===== src/rtl/serial_mac_unit.sv =====
// serial_mac_unit: serially loaded unsigned shift-add multiplier with an
// optional wrapping accumulator (compile with SERIAL_MAC_ACCUM_EN).
//
// Ports:
//   clk      rising-edge clock
//   reset    asynchronous active-high reset
//   data_in  DATA_W-bit chunk, captured on each accepted valid edge
//   valid    raw asynchronous load strobe (synchronised and debounced here)
//   mode     0 = multiply, 1 = multiply-accumulate (accumulator build only)
//   sel      byte select into the visible result
//   out      selected result byte (0x00 above ACC_W)
//   busy     high while the shift-add multiply runs
//   done     one-cycle pulse when the result register updates
module serial_mac_unit #(
    parameter int DATA_W    = 4,
    parameter int OP_W      = 8,
    parameter int DB_CYCLES = 4,
    parameter int ACC_W     = 24
) (
    input  logic                               clk,
    input  logic                               reset,
    input  logic [DATA_W-1:0]                  data_in,
    input  logic                               valid,
    input  logic                               mode,
    input  logic [$clog2((ACC_W+7)/8)-1:0]     sel,
    output logic [7:0]                         out,
    output logic                               busy,
    output logic                               done
);

    localparam int PW     = 2 * OP_W;
    localparam int NCHUNK = PW / DATA_W;
    localparam int CW     = (NCHUNK > 1) ? $clog2(NCHUNK) : 1;
    localparam int BW     = (OP_W > 1) ? $clog2(OP_W) : 1;
    localparam int SEL_W  = $clog2((ACC_W + 7) / 8);
    localparam int EXT_W  = 8 << SEL_W;

    typedef enum logic [1:0] {
        IDLE,
        LOAD,
        MUL,
        DONE
    } state_t;

    state_t state_q, state_d;

    // Synchroniser and debouncer for the raw strobe
    logic       sync1_q, sync2_q;
    logic       stable_q, stable_dly_q;
    logic [7:0] db_cnt_q;
    logic       load;

    always_ff @(posedge clk or posedge reset) begin
        if (reset) begin
            sync1_q      <= 1'b0;
            sync2_q      <= 1'b0;
            stable_q     <= 1'b0;
            stable_dly_q <= 1'b0;
            db_cnt_q     <= '0;
        end else begin
            sync1_q      <= valid;
            sync2_q      <= sync1_q;
            stable_dly_q <= stable_q;
            // Any clock where the synced level agrees restarts the count
            if (sync2_q != stable_q) begin
                if (db_cnt_q == 8'(DB_CYCLES - 1)) begin
                    stable_q <= sync2_q;
                    db_cnt_q <= '0;
                end else begin
                    db_cnt_q <= db_cnt_q + 8'd1;
                end
            end else begin
                db_cnt_q <= '0;
            end
        end
    end

    assign load = stable_q & ~stable_dly_q;

    // Loader and multiplier datapath
    logic [PW-1:0]     sr_q;
    logic [PW-1:0]     sr_nxt;
    logic [CW-1:0]     chunk_q;
    logic [PW-1:0]     a_q;
    logic [OP_W-1:0]   b_q;
    logic [PW-1:0]     part_q;
    logic [PW-1:0]     psum;
    logic [BW-1:0]     bit_q;
    logic [PW-1:0]     prod_q;
    logic              accept;
    logic              last_chunk;
    logic              mul_last;

    assign accept     = load && (state_q == IDLE || state_q == LOAD);
    assign last_chunk = (chunk_q == CW'(NCHUNK - 1));
    assign mul_last   = (bit_q == BW'(OP_W - 1));
    assign sr_nxt     = {sr_q[PW-DATA_W-1:0], data_in};
    assign psum       = part_q + (b_q[0] ? a_q : '0);

    always_comb begin
        state_d = state_q;
        unique case (state_q)
            IDLE, LOAD: begin
                if (accept) begin
                    state_d = last_chunk ? MUL : LOAD;
                end
            end
            MUL: begin
                if (mul_last) begin
                    state_d = DONE;
                end
            end
            DONE: state_d = IDLE;
            default: state_d = IDLE;
        endcase
    end

    always_ff @(posedge clk or posedge reset) begin
        if (reset) begin
            state_q <= IDLE;
        end else begin
            state_q <= state_d;
        end
    end

    always_ff @(posedge clk or posedge reset) begin
        if (reset) begin
            sr_q    <= '0;
            chunk_q <= '0;
            a_q     <= '0;
            b_q     <= '0;
            part_q  <= '0;
            bit_q   <= '0;
            prod_q  <= '0;
        end else if (accept) begin
            sr_q <= sr_nxt;
            if (last_chunk) begin
                chunk_q <= '0;
                a_q     <= {{OP_W{1'b0}}, sr_nxt[PW-1:OP_W]};
                b_q     <= sr_nxt[OP_W-1:0];
                part_q  <= '0;
                bit_q   <= '0;
            end else begin
                chunk_q <= chunk_q + 1'b1;
            end
        end else if (state_q == MUL) begin
            // One multiplier bit per clock, LSB first
            part_q <= psum;
            a_q    <= a_q << 1;
            b_q    <= b_q >> 1;
            bit_q  <= bit_q + 1'b1;
            if (mul_last) begin
                prod_q <= psum;
            end
        end
    end

    logic [EXT_W-1:0] vis;

`ifdef SERIAL_MAC_ACCUM_EN
    logic [ACC_W-1:0] acc_q;
    logic             mode_q;

    // mode is frozen at MUL entry so mid-operation changes are ignored
    always_ff @(posedge clk or posedge reset) begin
        if (reset) begin
            acc_q  <= '0;
            mode_q <= 1'b0;
        end else begin
            if (accept && last_chunk) begin
                mode_q <= mode;
            end
            if (state_q == MUL && mul_last && mode_q) begin
                acc_q <= acc_q + ACC_W'(psum);
            end
        end
    end

    always_comb begin
        vis = '0;
        if (mode) begin
            vis[ACC_W-1:0] = acc_q;
        end else begin
            vis[PW-1:0] = prod_q;
        end
    end
`else
    logic unused_mode;

    assign unused_mode = mode;

    always_comb begin
        vis         = '0;
        vis[PW-1:0] = prod_q;
    end
`endif

    assign out  = vis[{sel, 3'b000} +: 8];
    assign busy = (state_q == MUL);
    assign done = (state_q == DONE);

endmodule

===== config.mk =====
export PLATFORM = sky130hd
export DESIGN_NAME = serial_mac_unit
export DESIGN_NICKNAME = d
export VERILOG_FILES = /design/src/rtl/serial_mac_unit.sv
export SDC_FILE = /design/constraint.sdc
export NUM_CORES = 1
export LEC_CHECK = 0
export CAP_MARGIN = 10
export CORE_MARGIN = 2
export CORE_UTILIZATION = 57
export DETAILED_ROUTE_END_ITERATION = 16
export GPL_TIMING_DRIVEN = 0
export HOLD_SLACK_MARGIN = 0.03
export PLACE_DENSITY = 0.83
export SYNTH_ARGS = -nofsm -noshare
export SYNTH_HDL_FRONTEND = slang
export SYNTH_SLANG_ARGS = --single-unit

===== constraint.sdc =====
create_clock -name clk -period 3.05 [get_ports clk]
set_clock_uncertainty 0.1 [all_clocks]
set_input_delay 0.4575 -clock clk [delete_from_list [all_inputs] [get_ports clk]]
set_output_delay 0.4575 -clock clk [all_outputs]
set_load 0.05 [all_outputs]

# --- Word-level counts from Yosys, hierarchy flattened ---
# Cells that the tools add are included.
# Widths: inputs -> output; s select.
totals:
  in_bits: 10
  regBits: 87
op_classes:
  n_eq_ne: 10
  muxes: 20
  shift: 1
  add_sub_neg: 4
  bitwise: 3
  reduce_logical: 9
op_table:
  columns: ["operator", "n"]
  rows:
  - ["$mux 16", 7]
  - ["$mux 8", 5]
  - ["$shiftx 32x6->8", 1]
  - ["$add 16x16->16", 1]
  - ["$mux 3", 3]
  - ["$add 8x1->8 const B", 1]
  - ["$eq 8x2->1 const B", 1]
  - ["$mux 2", 4]
  - ["$eq 2x2->1 const B", 3]
  - ["$pmux 2 s3", 1]
  - ["$reduce_and 2->1", 3]
  - ["$ne 2x1->1 const B", 2]
  - ["$add 3x1->3 const B", 1]
  - ["$eq 3x3->1 const B", 1]
  - ["$reduce_and 3->1", 1]
  - ["$add 2x1->2 const B", 1]
  - ["$eq 2x1->1 const B", 1]
  - ["$logic_not 2->1", 1]
  - ["$ne 2x2->1 const B", 1]
  - ["$not 1->1", 2]
  - ["$reduce_bool 2->1", 1]
  - ["$reduce_or 2->1", 1]
  - ["$and 1x1->1", 1]
  - ["$logic_and 1x1->1", 1]
  - ["2 further kinds", 2]

# --- Logic depth before layout (Yosys ltp) ---
# Gate-level depths: netlist (run 1).
logic_depth:
  depth_word: 5
  ltp_mapped: 9
  mapped_depth_nobuf: 8

# --- Least setup slack after synthesis (run 1) ---
# No wires, ideal clock.
synth_timing:
  kind: "reg-to-reg"
  startpoint: "register b_q[0]"
  endpoint: "register part_q[12]"
  stages_incl_launch_ff: 10
  arrival_time_ns: 2.417
  path_slack_ns: 0.406
  setup_time_ns: 0.127
  path_buffers: 1
  cell_sequence: "dfrtp_1 clkbuf_1 and2_1 ha_1 fa_1 a21o_1 a221o_2 a41oi_4 mux2i_1 nand3_1"
synth_via:
  elab_chain_cells: 4
synth_lines:
  columns: ["item", "line_no", "source"]
  rows:
  - ["from (decl)", "85", "logic [OP_W-1:0] b_q;"]
  - ["from (signal assigned)", "140", "b_q <= sr_nxt[OP_W-1:0];"]
  - ["from (signal assigned)", "150", "b_q <= b_q >> 1;"]
  - ["$mux 16", "98", "assign psum = part_q + (b_q[0] ? a_q : '0);"]
  - ["$add 16x16->16", "98", null]
  - ["$mux 16", "146", "end else if (state_q == MUL) begin"]
  - ["$mux 16", "135", "end else if (accept) begin"]
  - ["to (signal assigned)", "148", "part_q <= psum;"]
  - ["to (decl)", "86", "logic [PW-1:0] part_q;"]
# No other way between the ends. The select of a mux whose other input is x is not followed.
# A chain may end at the register's enable or synchronous reset.

# --- Worst setup path in the final report (run 1) ---
layout_timing:
  startpoint: "register state_q[0]"
  endpoint: "output busy"
layout_via:
  elab_chain_cells: 1
layout_lines:
  columns: ["item", "line_no", "source"]
  rows:
  - ["from (decl)", "45", "state_t state_q, state_d;"]
  - ["from (signal assigned)", "122", "state_q <= state_d;"]
  - ["$eq 2x2->1", "199", "assign busy = (state_q == MUL);"]
  - ["to (decl)", "27", "output logic busy,"]
# No other way between the ends.

==> results.tsv, run 1 <==
stage	metric	value	unit
floorplan	die area	8719	um2
timing	Fin. Hold Viols	0	
cells_and_area	footprint of the multi-input gates	2246	um2
floorplan	Die Wd	93.38	um
global_route	initial antenna violation count	0	
timing	Tmin final	2.938	ns
cts	clk buf depth	2	
route	DRT iter0 DRCs	216	
synthesis	ranking of synthesized cells by area	dfrtp_1 48%, mux2i_1 5.3%, ha_1 5.2%	
cells_and_area	layout cells sized above 1	0.1143	
route	M1 wire length	4464	um
timing	Worst-Margin Slew	0.5309	ns
synthesis	Async SR Flop Fraction	1.000	
cts	setup bufs post-CTS	0	
pwr	leakage	0.002363	uW
cells_and_area	Fill cells	624	
outcome	status	finished, final reports clean	
route	Routed WL per cell	16.75	um
global_route	GR Overflow Total	0	
hold_path	Hold Path Depth	0	
placed_design	number of port buffers	16	
cells_and_area	area growth from synthesis to layout	11.02	%
synthesis	Netlist Area Pre-Place	4553	um2
route	DRC Markers	0	
route	via count	3488	
synthesis	share of the synthesized area in the top cell type	0.4782	
critical_path	crit end category	primary output	
global_route	first-pass GRT wire length	16430	um
cts	CTS tree	done	
placed_design	GPL Wtd Cong	0.8946	
route	Via density	5.983	
placed_design	detailed placement HPWL	7213	um
floorplan	initial core utilization	0.5892	
cts	Num CTS Buffers	9	
route	final antenna-violating net count	0	
cells_and_area	Final #Nets	507	
timing	RSZ-0062 raised after global routing	no	
route	TritonRoute pass-1 iters	4	
timing	Max-slew headroom	0.6461	
cts	CTS H-tree lvls	3	
global_route	largest net degree at the start of global routing	60	
critical_path	CP startpoint kind	flip-flop	
critical_path	Required @ worst endpoint	2.49	ns
pwr	Power, Total	3511	uW
cts	Root Driver	clkbuf_8	
synthesis	most frequent cell after synthesis	dfrtp_1	
synthesis	synthesized netlist net count	480	
critical_path	r2r startpoint	b_q[0]$_DFFE_PP0P_	
synthesis	Netlist cell types	51	
pwr	PD cells	694.6	nW/um2
timing	fin crit share	0.9631	
route	WL met2	4718	um
route	Top Layer Used	met4	
synthesis	cells after synthesis	450	
cells_and_area	ant diodes	0	
hold_path	Hold Startpoint	sync1_q$_DFF_PP0_	
critical_path	Worst Setup Path Type	flip-flop to primary output	
timing	worst hold margin	0.2553	ns
global_route	vias in the first global route	3302	
synthesis	Primary FF master, synth	dfrtp_1	
hold_path	Hold EP	sync2_q$_DFF_PP0_	
critical_path	Reg2Reg Setup Slack	0.14	ns
cts	clk sinks	87	
pwr	Max VDD drop	0.7374	mV
synthesis	Post-synth top cells	87 x dfrtp_1, 59 x nand2_1, 39 x o21ai_0, 24 x mux2i_1, 24 x nor2_1	
floorplan	site row count	32	
route	WL met3	447	um
synthesis	cell taking the most area after synthesis	dfrtp_1	
synthesis	EDFF count, synth	0	
synthesis	mean post-synth cell area	10.12	um2
synthesis	YS warnings	0	
floorplan	die height	93.38	um
timing	Setup Viol. Count Final	0	
flow_run	number of max-cap violations	0	
synthesis	Yosys reg bits	87	
route	final WL	9763	um
hold_path	HP Class	flip-flop to flip-flop	
floorplan	Ports	20	
global_route	Tot GR Track Use	0.2450	
critical_path	CP Max Fanout	10	
critical_path	Worst EP arrival	2.38	ns
cts	Clk pin slew, worst setup/hold paths	0.07	ns
cells_and_area	Non-Filler Instances	583	
cts	clk_lat worst skew	0.36	ns
cells_and_area	Seq. cell area	2177	um2
synthesis	sequential share of the synthesized area	0.4782	
placed_design	dpl cells	569	
critical_path	reg2reg path depth	8	
floorplan	Core Box Area	7727	um2
critical_path	R2R Path End	part_q[12]$_DFFE_PP0P_	
timing	Pins Over Slew Limit	0	
timing	Fmax achieved	0.3404	GHz
## worst max path at each step
| stage | startpoint | end | slack (ns) |
|---|---|---|---|
| detailed placement | b_q[0]$_DFFE_PP0P_ | part_q[10]$_DFFE_PP0P_ | -0.02 |
| floorplan | reset | a_q[0]$_DFFE_PP0P_ | 0.24 |
| finish | state_q[0]$_DFFE_PP0P_ | busy | 0.11 |
| CTS | state_q[0]$_DFFE_PP0P_ | busy | 0.11 |
| global placement | reset | prod_q[0]$_DFFE_PP0P_ | -1.02 |
| global route | state_q[0]$_DFFE_PP0P_ | busy | 0.008 |
## registers in the layout (all words and copies together) (netlist names)
name,flops
db_cnt_q,8
part_q,16
stable_q,1
stable_dly_q,1
b_q,8
sr_q,12
a_q,16
sync1_q,1
chunk_q,2
prod_q,16
sync2_q,1
bit_q,3
state_q,2
## where the power goes
group	leakage (uW)	internal, uW	total [uW]	switching, uW
Clock	0.0000918	339	754	415
Combinational	0.00111	462	1120	657
Sequential	0.00116	1430	1640	206
## placed cells by master, fill, tap and decap left out, drive strengths merged, types with 5 or more instances in the layout
cell and instances:
dfrtp 87, nand2 59, o21ai 41, nor2 24
mux2i 24, and2 21, a21oi 21, ha 19
buf 18, clkbuf 18, nand3 15, clkdlybuf4s50 15
mux2 13, nand4 13, a22o 12, xor2 11
or3 6, nor3 6, and3 6, inv 6
xnor2 5
## routing by layer
layer / GRT usage / vias to the layer above
li1: - / 1662
met2: 0.3981 / 81
met1: 0.3422 / 1731
met5: 0 / -
met4: 0.06863 / 0
met3: 0.04110 / 14
## cell type report
class | count | area share
timing repair buffer | 17 | 0.03688
buffer | 24 | 0.02277
inverter | 5 | 0.004208
sequential | 87 | 0.4307
clock buffer | 11 | 0.02995
multi-input combinational | 333 | 0.4443
tap | 102 | 0.02525
clock inverter | 4 | 0.005941
## timing repair
item,in CTS,in global routing
setup endpoints to repair,4,0
resized for setup,2,0
hold buffers,0,0
## through the flow
step / worst slack (ns) / instance area (um2) / TNS (ns) / utilization
6_report: 0.1124 / 5055 / 0 / 0.6541
4_1_cts: 0.1066 / 5055 / 0 / 0.6541
5_1_grt: 0.007973 / 5055 / 0 / 0.6541
3_3_place_gp: -1.015 / 4841 / -87.94 / 0.6265
2_1_floorplan: 0.2423 / 4553 / 0 / -
3_5_place_dp: -0.02213 / 4871 / -0.03817 / 0.6303
## logic make-up after synthesis
kind of cell | Yosys count | synth area share
AO/OA/AOI/OAI | 100 | 0.1476
XOR/XNOR | 16 | 0.03078
adder cells (fa/ha/maj) | 20 | 0.05661
buffers and inverters | 30 | 0.03023
flip-flops | 87 | 0.4782
multiplexers | 37 | 0.08491
AND/OR/NAND/NOR | 160 | 0.1718
## worst max-delay path, stage by stage, from the launching register on
cell and delay (ns):
dfrtp_1 0.39, nand2b_1 0.13, buf_2 0.18, inv_1 0.18, buf_2 0.30, buf_2 0.29
dlygate4sd2_1 0.56
(Power assumes the default switching activity.)
==> inputs of run 2 (changes only) <==
GPL_TIMING_DRIVEN = not set   (was 0)
==> run 2 against run 1 <==
Count of clock-buffer cells in the layout is 2 lower. Combinational power hardly changed. Critical path depth is 2 higher. Non-clock buffer count is 15 lower. Global-route usage is 1.0 points lower. Maximum frequency is 10% higher. First-iteration DRC count is 14% lower. Hold slack better by 0.0054 ns. Wire length is 6.6% lower. Clock power is 2.8% higher.
==> results.tsv, run 2 (synthesized netlist as in run 1, its figures left out) <==
stage	metric	value	unit	change
outcome	status	finished, final reports clean		unchanged
cts	Root Driver	clkbuf_8		unchanged
floorplan	initial core utilization	0.5892		unchanged
timing	Setup TNS Final	0	ns	unchanged
cts	Clk pin slew, worst setup/hold paths	0.10	ns	was 0.07 ns
timing	Fin. Hold Viols	0		unchanged
critical_path	crit end category	flip-flop		was primary output
critical_path	Worst Setup Path Type	flip-flop to flip-flop		was flip-flop to primary output
critical_path	Buf/Inv on CP	0		was 5
floorplan	Ports	20		unchanged
placed_design	Post-DP Area	4807	um2	was 4871 um2
cells_and_area	design area	5001	um2	was 5055 um2
cts	clk buf depth	2		unchanged
critical_path	Worst EP arrival	2.81	ns	was 2.38 ns
route	final WL	9119	um	was 9763 um
critical_path	CP Max Fanout	6		was 10
cells_and_area	Largest regs	a_q: 16 flops, part_q: 16 flops, prod_q: 16 flops		unchanged
global_route	largest net degree at the start of global routing	60		unchanged
critical_path	Largest delay share family, worst path	compound AO/OA/AOI/OAI gates		was buffers and inverters
global_route	vias in the first global route	3312		was 3302
floorplan	site row count	32		unchanged
timing	Worst-Margin Slew	0.8228	ns	was 0.5309 ns
cts	hold_buf cts	0		unchanged
cells_and_area	Final #Nets	492		was 507
critical_path	crit-path cells	and2_1 > ha_1 > fa_1 > a21o_1 > a221o_2 > a41oi_4 > mux2i_1 > nand3_1		was nand2b_1 > buf_2 > inv_1 > buf_2 > buf_2 > dlygate4sd2_1
critical_path	CP startpoint kind	flip-flop		unchanged
timing	Setup Viol. Count Final	0		unchanged
global_route	GR Overflow Total	0		unchanged
route	DRC Markers	0		unchanged
cts	post-CTS sizing	0		was 2
cells_and_area	fin util	0.6472		was 0.6541
floorplan	Die Wd	93.38	um	unchanged
cts	setup bufs post-CTS	0		unchanged
critical_path	slowest cell on the critical path	a221o_2		was dlygate4sd2_1
cells_and_area	area growth from synthesis to layout	9.838	%	was 11.02%
timing	Pins Over Slew Limit	0		unchanged
cts	Num CTS Buffers	9		unchanged
global_route	initial antenna violation count	0		unchanged
placed_design	detailed placement HPWL	6577	um	was 7213 um
route	TritonRoute pass-1 iters	4		unchanged
route	Routed WL per cell	16.03	um	was 16.75 um
timing	Max-slew headroom	0.4502		was 0.6461
cells_and_area	most frequent cells in the layout	87 x dfrtp_1, 59 x nand2_1, 39 x o21ai_0, 24 x mux2i_1, 23 x nor2_1		was 87 x dfrtp_1, 59 x nand2_1, 39 x o21ai_0, 24 x nor2_1, 24 x mux2i_1
route	final antenna-violating net count	0		unchanged
floorplan	die area	8719	um2	unchanged
critical_path	Required @ worst endpoint	3.20	ns	was 2.49 ns
route	via count	3355		was 3488
timing	Tmin final	2.659	ns	was 2.938 ns
floorplan	Core Box Area	7727	um2	unchanged
cells_and_area	ant diodes	0		unchanged
cells_and_area	most common cell after layout, fill and taps aside	dfrtp_1		unchanged
cts	CTS tree	done		unchanged
placed_design	GPL Wtd Cong	0.8848		was 0.8946
cts	clk sinks	87		unchanged
timing	RSZ-0062 raised after global routing	no		unchanged
floorplan	die height	93.38	um	unchanged
route	DRT iter0 DRCs	185		was 216
timing	fin crit share	0.8718		was 0.9631
placed_design	number of port buffers	18		was 16
route	Via density	5.896		was 5.983
cts	clk_lat worst skew	0.36	ns	about the same
pwr	Max VDD drop	0.6299	mV	was 0.7374 mV
cts	CTS H-tree lvls	3		unchanged
flow_run	number of max-cap violations	0		unchanged
pwr	PD cells	699.5	nW/um2	was 694.6 nW/um2
cells_and_area	layout cells sized above 1	0.1221		was 0.1143
pwr	leakage	0.002342	uW	was 0.002363 uW
global_route	Tot GR Track Use	0.2350		was 0.2450
critical_path	CP peak stage delay	0.47	ns	was 0.56 ns
timing	Fmax achieved	0.3761	GHz	was 0.3404 GHz
hold_path	HP Class	flip-flop to flip-flop		unchanged
global_route	first-pass GRT wire length	15910	um	was 16430 um
critical_path	Reg2Reg Setup Slack	0.39	ns	was 0.14 ns
[run 2: path summary, 6_finish.rpt]
kind / cells past startpoint / endpoint / from
setup reg to reg: 8 / part_q[12]$_DFFE_PP0P_ / a_q[0]$_DFFE_PP0P_
max in group asynchronous: 3 / prod_q[2]$_DFFE_PP0P_ / reset
setup / recovery: 8 / part_q[12]$_DFFE_PP0P_ / a_q[0]$_DFFE_PP0P_
hold reg to reg: 0 / sync2_q$_DFF_PP0_ / sync1_q$_DFF_PP0_
min in group asynchronous: 2 / sr_q[3]$_DFFE_PP0P_ / reset
hold / removal: 0 / sync2_q$_DFF_PP0_ / sync1_q$_DFF_PP0_
[run 2: power breakdown]
part | total [uW] | switching (uW) | internal [uW] | leakage (uW)
clock network | 775 | 456 | 318 | 0.0000955
logic | 1100 | 638 | 459 | 0.00109
registers | 1630 | 196 | 1430 | 0.00116
[run 2: final cells by class]
cell class	instances	area, um2
sequential	87	2177
clock inverter	7	70.07
tap	102	127.6
fill	610	2726
timing repair buffer	26	230.2
multi-input combinational	333	2252
inverter	5	20.02
clock buffer	9	123.9
[run 2: per-stage QoR]
stage	worst slack [ns]	hold WS, ns	cells	power (uW)
2_1_floorplan	0.2423	0.2312	450	2445
3_5_place_dp	0.4373	0.2465	553	2748
4_1_cts	0.4084	0.2671	569	3531
3_3_place_gp	0.4649	0.2390	553	2663
5_1_grt	0.2032	0.2687	569	3751
6_report	0.3910	0.2607	569	3498
[run 2: metal layers]
layer,global-route usage,up-vias,part of all wire
met4,0.07966,0,0.0093
met3,0.03143,8,0.031
met1,0.3191,1645,0.45
li1,-,1637,-
met5,0,-,0
met2,0.3909,65,0.51
